==> src/rtl/simon_cfg_pkg.sv <==
// Shared types for the simon config-bus AXI4-Lite initiator.
package simon_cfg_pkg;

   localparam int unsigned CFG_ADDR_W = 32;
   localparam int unsigned CFG_DATA_W = 32;
   localparam int unsigned CFG_STRB_W = 4;

   localparam logic [1:0] RESP_OKAY   = 2'b00;
   localparam logic [1:0] RESP_EXOKAY = 2'b01;
   localparam logic [1:0] RESP_SLVERR = 2'b10;
   localparam logic [1:0] RESP_DECERR = 2'b11;

   typedef enum logic [2:0] {
      IDLE,
      WR_REQ,
      WR_RESP,
      RD_REQ,
      RD_RESP,
      RSP
   } cfg_init_state_t;

   typedef struct packed {
      logic                  write;
      logic [CFG_ADDR_W-1:0] addr;
      logic [CFG_DATA_W-1:0] wdata;
      logic [CFG_STRB_W-1:0] wstrb;
   } cfg_cmd_t;

endpackage

==> src/rtl/simon_cfg_axil_initiator.sv <==
// Turns single valid/ready commands into AXI4-Lite transfers on the simon config bus,
// one outstanding transaction, with a sticky stall watchdog.
module simon_cfg_axil_initiator
   import simon_cfg_pkg::*;
#(
   parameter int unsigned CFG_ADDR_WIDTH = 32,
   parameter int unsigned CFG_DATA_WIDTH = 32,
   parameter int unsigned CFG_STRB_WIDTH = 4,
   parameter int unsigned CFG_PROT_WIDTH = 1,
   parameter int unsigned CFG_RESP_WIDTH = 2,
   parameter int unsigned STALL_CYCLES   = 1024
) (
   input  logic                      simon_cfg_clk,
   input  logic                      simon_cfg_rstn,
   input  logic                      cmd_valid,
   output logic                      cmd_ready,
   input  logic                      cmd_write,
   input  logic [CFG_ADDR_WIDTH-1:0] cmd_addr,
   input  logic [CFG_DATA_WIDTH-1:0] cmd_wdata,
   input  logic [CFG_STRB_WIDTH-1:0] cmd_wstrb,
   output logic                      rsp_valid,
   input  logic                      rsp_ready,
   output logic                      rsp_write,
   output logic [CFG_DATA_WIDTH-1:0] rsp_rdata,
   output logic [CFG_RESP_WIDTH-1:0] rsp_resp,
   output logic                      stall_err,
   output logic                      busy,
   output logic [CFG_ADDR_WIDTH-1:0] simon_cfg_awaddr,
   output logic [CFG_PROT_WIDTH-1:0] simon_cfg_awprot,
   output logic                      simon_cfg_awvalid,
   input  logic                      simon_cfg_awready,
   output logic [CFG_DATA_WIDTH-1:0] simon_cfg_wdata,
   output logic [CFG_STRB_WIDTH-1:0] simon_cfg_wstrb,
   output logic                      simon_cfg_wvalid,
   input  logic                      simon_cfg_wready,
   input  logic [CFG_RESP_WIDTH-1:0] simon_cfg_bresp,
   input  logic                      simon_cfg_bvalid,
   output logic                      simon_cfg_bready,
   output logic [CFG_ADDR_WIDTH-1:0] simon_cfg_araddr,
   output logic [CFG_PROT_WIDTH-1:0] simon_cfg_arprot,
   output logic                      simon_cfg_arvalid,
   input  logic                      simon_cfg_arready,
   input  logic [CFG_DATA_WIDTH-1:0] simon_cfg_rdata,
   input  logic [CFG_RESP_WIDTH-1:0] simon_cfg_rresp,
   input  logic                      simon_cfg_rvalid,
   output logic                      simon_cfg_rready
);

   localparam int unsigned CNT_W = 16;

   cfg_init_state_t  state;
   cfg_cmd_t         cmd_q;
   logic             aw_done;
   logic             w_done;
   logic [CNT_W-1:0] stall_cnt;

   logic accept, aw_hs, w_hs, b_hs, ar_hs, r_hs, any_hs, waiting;

   assign accept  = cmd_valid & cmd_ready;
   assign aw_hs   = simon_cfg_awvalid & simon_cfg_awready;
   assign w_hs    = simon_cfg_wvalid & simon_cfg_wready;
   assign b_hs    = simon_cfg_bready & simon_cfg_bvalid;
   assign ar_hs   = simon_cfg_arvalid & simon_cfg_arready;
   assign r_hs    = simon_cfg_rready & simon_cfg_rvalid;
   assign any_hs  = accept | aw_hs | w_hs | b_hs | ar_hs | r_hs;
   assign waiting = simon_cfg_awvalid | simon_cfg_wvalid | simon_cfg_arvalid
                  | simon_cfg_bready | simon_cfg_rready;

   // Address/data come straight from the command register, so they cannot move under a valid.
   assign simon_cfg_awaddr = CFG_ADDR_WIDTH'(cmd_q.addr);
   assign simon_cfg_araddr = CFG_ADDR_WIDTH'(cmd_q.addr);
   assign simon_cfg_wdata  = CFG_DATA_WIDTH'(cmd_q.wdata);
   assign simon_cfg_wstrb  = CFG_STRB_WIDTH'(cmd_q.wstrb);
   assign simon_cfg_awprot = '0;
   assign simon_cfg_arprot = '0;

   // Transaction sequencer.
   always_ff @(posedge simon_cfg_clk or negedge simon_cfg_rstn) begin
      if (!simon_cfg_rstn) begin
         state             <= IDLE;
         cmd_q             <= '0;
         aw_done           <= 1'b0;
         w_done            <= 1'b0;
         cmd_ready         <= 1'b0;
         busy              <= 1'b0;
         simon_cfg_awvalid <= 1'b0;
         simon_cfg_wvalid  <= 1'b0;
         simon_cfg_bready  <= 1'b0;
         simon_cfg_arvalid <= 1'b0;
         simon_cfg_rready  <= 1'b0;
         rsp_valid         <= 1'b0;
         rsp_write         <= 1'b0;
         rsp_rdata         <= '0;
         rsp_resp          <= '0;
      end else begin
         case (state)
            IDLE: begin
               cmd_ready <= 1'b1;
               if (accept) begin
                  cmd_q     <= '{write: cmd_write,
                                 addr:  CFG_ADDR_W'(cmd_addr),
                                 wdata: CFG_DATA_W'(cmd_wdata),
                                 wstrb: CFG_STRB_W'(cmd_wstrb)};
                  cmd_ready <= 1'b0;
                  busy      <= 1'b1;
                  aw_done   <= 1'b0;
                  w_done    <= 1'b0;
                  if (cmd_write) begin
                     simon_cfg_awvalid <= 1'b1;
                     simon_cfg_wvalid  <= 1'b1;
                     state             <= WR_REQ;
                  end else begin
                     simon_cfg_arvalid <= 1'b1;
                     state             <= RD_REQ;
                  end
               end
            end
            WR_REQ: begin
               if (aw_hs) begin
                  simon_cfg_awvalid <= 1'b0;
                  aw_done           <= 1'b1;
               end
               if (w_hs) begin
                  simon_cfg_wvalid <= 1'b0;
                  w_done           <= 1'b1;
               end
               if ((aw_done | aw_hs) & (w_done | w_hs)) begin
                  simon_cfg_bready <= 1'b1;
                  state            <= WR_RESP;
               end
            end
            WR_RESP: begin
               if (simon_cfg_bvalid) begin
                  simon_cfg_bready <= 1'b0;
                  rsp_valid        <= 1'b1;
                  rsp_write        <= cmd_q.write;
                  rsp_rdata        <= '0;
                  rsp_resp         <= simon_cfg_bresp;
                  state            <= RSP;
               end
            end
            RD_REQ: begin
               if (ar_hs) begin
                  simon_cfg_arvalid <= 1'b0;
                  simon_cfg_rready  <= 1'b1;
                  state             <= RD_RESP;
               end
            end
            RD_RESP: begin
               if (simon_cfg_rvalid) begin
                  simon_cfg_rready <= 1'b0;
                  rsp_valid        <= 1'b1;
                  rsp_write        <= cmd_q.write;
                  rsp_rdata        <= simon_cfg_rdata;
                  rsp_resp         <= simon_cfg_rresp;
                  state            <= RSP;
               end
            end
            RSP: begin
               if (rsp_ready) begin
                  rsp_valid <= 1'b0;
                  busy      <= 1'b0;
                  cmd_ready <= 1'b1;
                  state     <= IDLE;
               end
            end
            default: state <= IDLE;
         endcase
      end
   end

   // Stall watchdog: flags, but never aborts, a channel that stops making progress.
   always_ff @(posedge simon_cfg_clk or negedge simon_cfg_rstn) begin
      if (!simon_cfg_rstn) begin
         stall_cnt <= '0;
         stall_err <= 1'b0;
      end else begin
         if (any_hs)
            stall_cnt <= '0;
         else if (waiting && (stall_cnt != {CNT_W{1'b1}}))
            stall_cnt <= stall_cnt + CNT_W'(1);

         if (accept)
            stall_err <= 1'b0;
         else if (waiting && !any_hs && ((32'(stall_cnt) + 32'd1) >= STALL_CYCLES))
            stall_err <= 1'b1;
      end
   end

endmodule

==> config.mk <==
export PLATFORM = sky130hd
export DESIGN_NAME = simon_cfg_axil_initiator
export DESIGN_NICKNAME = d
export VERILOG_FILES = /design/src/rtl/simon_cfg_pkg.sv /design/src/rtl/simon_cfg_axil_initiator.sv
export SDC_FILE = /design/constraint.sdc
export NUM_CORES = 1
export LEC_CHECK = 0
export ABC_AREA = 1
export BUFFER_PORTS_ARGS = -buffer_cell sky130_fd_sc_hd__buf_2
export CORE_AREA = 2 2 114 116
export DETAILED_ROUTE_END_ITERATION = 16
export DIE_AREA = 0 0 116 118
export PLACE_DENSITY = 0.87
export SYNTH_ARGS = -nofsm -noshare
export SYNTH_HDL_FRONTEND = slang
export SYNTH_SLANG_ARGS = --single-unit
==> constraint.sdc <==
create_clock -name simon_cfg_clk -period 4.27 [get_ports simon_cfg_clk]
set_input_delay 0.854 -clock simon_cfg_clk [delete_from_list [all_inputs] [get_ports simon_cfg_clk]]
set_output_delay 0.854 -clock simon_cfg_clk [all_outputs]
set_load 0.005 [all_outputs]
==> results.toml <==
[critical_path]
critPathArrivalTime_ns = 2.43
timing.critical_path.required_ns = 4.62
cp_num_cells = 6
largest_fanout_of_any_net_on_the_critical_path = 70
timing.critical_path.max_delay_family = "buffers and inverters"
worst_setup_path_endpoint = "simon_cfg_araddr[18]"
cp-start-kind = "register"
worst_path_most_repeated_cell = "sky130_fd_sc_hd__nand2_1"
critPathBufInv = 2
slowest_stage = "sky130_fd_sc_hd__inv_2"
setup.worst_path.class = "register to register"
startpoint = "state[2]"
worst_r2r_path_depth = 6
peak_per_stage_delay_on_the_critical_path_ns = 0.81
ff2ff_setup_slack_ns = 2.19
reg2reg_to = "simon_cfg_araddr[18]"
cp_cell_sequence = "inv_1 -> nand2_1 -> nor2_4 -> inv_2 -> nand2_1 -> nand2_1"
end_kind = "register"
crit-reg2reg-launch = "state[2]"

[sta]
setup_violations = 0
setup_ws_ns = 2.19
layout_min_cycle_time_ns = 2.08
highest_achievable_clock_rate_mhz = 481
clock_skew_ns = 0.00816
final-hold-violation-count = 0
timing.slew.headroom = 0.246
slew_viol_final = 0
worst-slew-pin-transition_ns = 1.13
setup_repair_after_global_routing_missed_its_margin = "no"
layout_worst_path_cycle_share = 0.487
fin_setup_tns_ns = 0

[pwr]
part_of_the_total_power_dissipated_in_combinational_logic = 0.337
leak_pwr_nw = 4.40
pwr_density_cell_nw_per_um2 = 702
internal_power_mw = 3.48
swShare = 0.348
power_mw = 5.34
sequentialPowerShare = 0.395
vdd_ir_drop_max_v = 0.000359
netSwitchingPower_mw = 1.86
share_clk_of_total_power = 0.267

[yosys]
ys_ff_latch = 134
combinational_family_with_the_most_area_after_synthesis = "simple AND/OR/NAND/NOR gates"
synth.largest_area_cell = "sky130_fd_sc_hd__dfrtp_1"
synth_simple_gate_area_frac = 0.220
async_flop_share = 1.00
ys_warn_count = 0
avgSynthCellArea_um2 = 8.81
synth_xor_area_frac = 0.00275
synth_cell_types = 33
netlist.area_leader.share = 0.527
ys_top_cells_by_area = "sky130_fd_sc_hd__dfrtp_1 (53%), sky130_fd_sc_hd__nand2_1 (16%), sky130_fd_sc_hd__buf_4 (12%)"
post_synth_inst_count = 723
yosys-mux-area-fraction = 0
syn-cell-area_um2 = 6370
ys_dominant_reg_cell = "sky130_fd_sc_hd__dfrtp_1"
synth-compound-area-share = 0.0829
sequential_fraction_of_the_synthesis_area = 0.527
synth_adder_area_share = 0.00197
number_of_flops_mapped_to_enable_cells_by_yosys = 0

[clock_network]
cts_hold_buffers = 0
cts_inserted_buffers = 17
ctsHtreeMaxLevel = 4
clock_latency_ns = 0.41
cts_setup_buffers = 0
path_clk_slew_ns = 0.05
postCtsResizedCells = 0
number_of_sinks_driven_by_the_clock_tree = 134
clock_path_buffers = 2
cts.root.buffer_cell = "sky130_fd_sc_hd__clkbuf_16"
cts_tree = "built"

[flow_run]
maxCapViolations = 0

[global_routing]
grt_max_degree = 89
grt_first_pass_wirelength_um = 24000
number_of_global_route_vias_before_repair = 4973
remaining_global_route_overflow = 0
groute.usage.overall = 0.225
antenna_found_initial = 0

[detailed_routing]
initialDrtViolationCount = 352
drc_errors = 0
drt_pre_antenna_iters = 5
drt.antenna.violating_nets = 0
dr_total_vias = 5223
drt_wl_total_um = 15200
wl_per_cell_um = 14.3
route.detailed.vias_per_inst = 4.90

[cells_and_area]
multiInputGateArea_um2 = 1970
nNetsFinal = 995
antenna_cells_inserted = 0
layout-drive-gt1-share = 0.343
final.fill_count = 1127
syn2layout_area_growth_pct = 19.4
sequential_cell_area_um2 = 3350

[min_path]
hold_class = "register to register"

[floorplan]
rows = 41
design.core.area_um2 = 12400
io_pins = 260
initial_utilization = 0.513
floorplan.die_area_um2 = 13700
die_h_um = 118
fp.dieW_um = 116

[place]
place_ws_ns = 1.95
post-dp-hpwl_um = 10700
gp_congestion = 0.886
buffer_ports.inserted = 257

[status]
run_status = "finished clean"
==> cell usage in the layout, fill, tap and decap left out, types with 2 or more instances in the layout <==
cell type	instances
sky130_fd_sc_hd__o31ai_1	2
sky130_fd_sc_hd__clkinv_2	4
sky130_fd_sc_hd__dfrtp_1	134
sky130_fd_sc_hd__conb_1	2
sky130_fd_sc_hd__nand2_1	274
sky130_fd_sc_hd__o21ai_0	13
sky130_fd_sc_hd__inv_1	39
sky130_fd_sc_hd__nor2_1	31
sky130_fd_sc_hd__clkinv_4	2
sky130_fd_sc_hd__nand2_4	2
sky130_fd_sc_hd__clkbuf_1	4
sky130_fd_sc_hd__a21oi_1	11
sky130_fd_sc_hd__nand2_2	2
sky130_fd_sc_hd__buf_4	5
sky130_fd_sc_hd__a22o_1	32
sky130_fd_sc_hd__clkbuf_16	17
sky130_fd_sc_hd__o31ai_2	2
sky130_fd_sc_hd__a21oi_2	2
sky130_fd_sc_hd__nor2_2	2
sky130_fd_sc_hd__nor3_1	4
sky130_fd_sc_hd__nand4_1	5
sky130_fd_sc_hd__nand3_1	19
sky130_fd_sc_hd__bufinv_16	2
sky130_fd_sc_hd__buf_2	256
sky130_fd_sc_hd__o21ai_1	11
sky130_fd_sc_hd__clkbuf_8	3
==> registers in the layout, summed over array words and instances (netlist names), 2 cells and up <==
signal and count:
rsp_resp 2, rsp_rdata 32, simon_cfg_wdata 32, stall_cnt 16, simon_cfg_wstrb 4, simon_cfg_araddr 32
state 3
==> stage by stage <==
stage,cells,util,cell area (µm²),hold slack [ns]
finish,1065,0.612,7600,0.464
global route,1065,0.612,7600,0.485
CTS,1065,0.612,7600,0.467
detailed placement,1033,0.566,7020,0.453
global placement,1033,0.566,7020,0.449
floorplan,724,-,6370,0.443
==> routing by layer <==
| metal | up-vias | track usage | routed length, µm |
|---|---|---|---|
| met4 | 0 | 0.0863 | 262 |
| met5 | - | 0 | 0 |
| met1 | 2479 | 0.277 | 6220 |
| met3 | 23 | 0.0623 | 1100 |
| met2 | 220 | 0.375 | 7670 |
| li1 | 2501 | - | - |
==> tightest hold or removal path, stage by stage, from the launching register on <==
cell and delay [ns]:
sky130_fd_sc_hd__dfrtp_1 0.33, sky130_fd_sc_hd__nand2_1 0.05, sky130_fd_sc_hd__nand2_1 0.05
==> cell usage after synthesis (2+ instances only) <==
cell / n
sky130_fd_sc_hd__o31ai_1: 2
sky130_fd_sc_hd__o21ai_1: 11
sky130_fd_sc_hd__a21oi_2: 2
sky130_fd_sc_hd__inv_1: 39
sky130_fd_sc_hd__a21oi_1: 11
sky130_fd_sc_hd__buf_2: 19
sky130_fd_sc_hd__nor2_1: 32
sky130_fd_sc_hd__buf_6: 2
sky130_fd_sc_hd__nand3_1: 19
sky130_fd_sc_hd__nand2_4: 2
sky130_fd_sc_hd__nand2_2: 2
sky130_fd_sc_hd__nand4_1: 5
sky130_fd_sc_hd__dfrtp_1: 134
sky130_fd_sc_hd__nor3_1: 4
sky130_fd_sc_hd__a22o_1: 32
sky130_fd_sc_hd__o21ai_0: 13
sky130_fd_sc_hd__nand2_1: 274
sky130_fd_sc_hd__buf_4: 104
sky130_fd_sc_hd__o31ai_2: 2
==> layout make-up <==
cell class                      instances  share of cell area
Timing Repair Buffer                  262               0.175
Sequential cell                       134               0.441
Tap cell                              172              0.0283
Clock buffer                           24              0.0634
Clock inverter                          8              0.0128
Inverter                               40              0.0198
Multi-Input combinational cell        425               0.259
==> power groups by stage <==
stage	clock (mW)	sequential (mW)	combinational, mW
2_1_floorplan	0	2.06	1.53
3_3_place_gp	0	2.10	1.75
3_5_place_dp	0	2.11	1.83
4_1_cts	1.45	2.11	1.82
5_1_grt	1.51	2.17	2.03
6_report	1.43	2.11	1.80
==> worst min-delay path by stage <==
| stage | start | end | slack (ns) | cells past startpoint |
|---|---|---|---|---|
| 2_1_floorplan | simon_cfg_wdata[0] | simon_cfg_wdata[0] | 0.44 | 2 |
| 3_5_place_dp | simon_cfg_wdata[19] | simon_cfg_wdata[19] | 0.45 | 2 |
| 6_report | simon_cfg_wdata[30] | simon_cfg_wdata[30] | 0.46 | 2 |
| 5_1_grt | simon_cfg_wdata[10] | simon_cfg_wdata[10] | 0.48 | 2 |
| 4_1_cts | simon_cfg_wdata[30] | simon_cfg_wdata[30] | 0.47 | 2 |
| 3_3_place_gp | simon_cfg_wdata[30] | simon_cfg_wdata[30] | 0.45 | 2 |
==> cells by family (layout without fill, tap and decap cells) <==
family	Yosys count	count (layout)
xor+xnor	2	2
fa+ha+maj	1	1
compound gates	75	75
other cells	1	2
simple gates	345	345
buf+inv	165	334
flops	134	134
No activity file was read; power rests on OpenSTA's default activity.
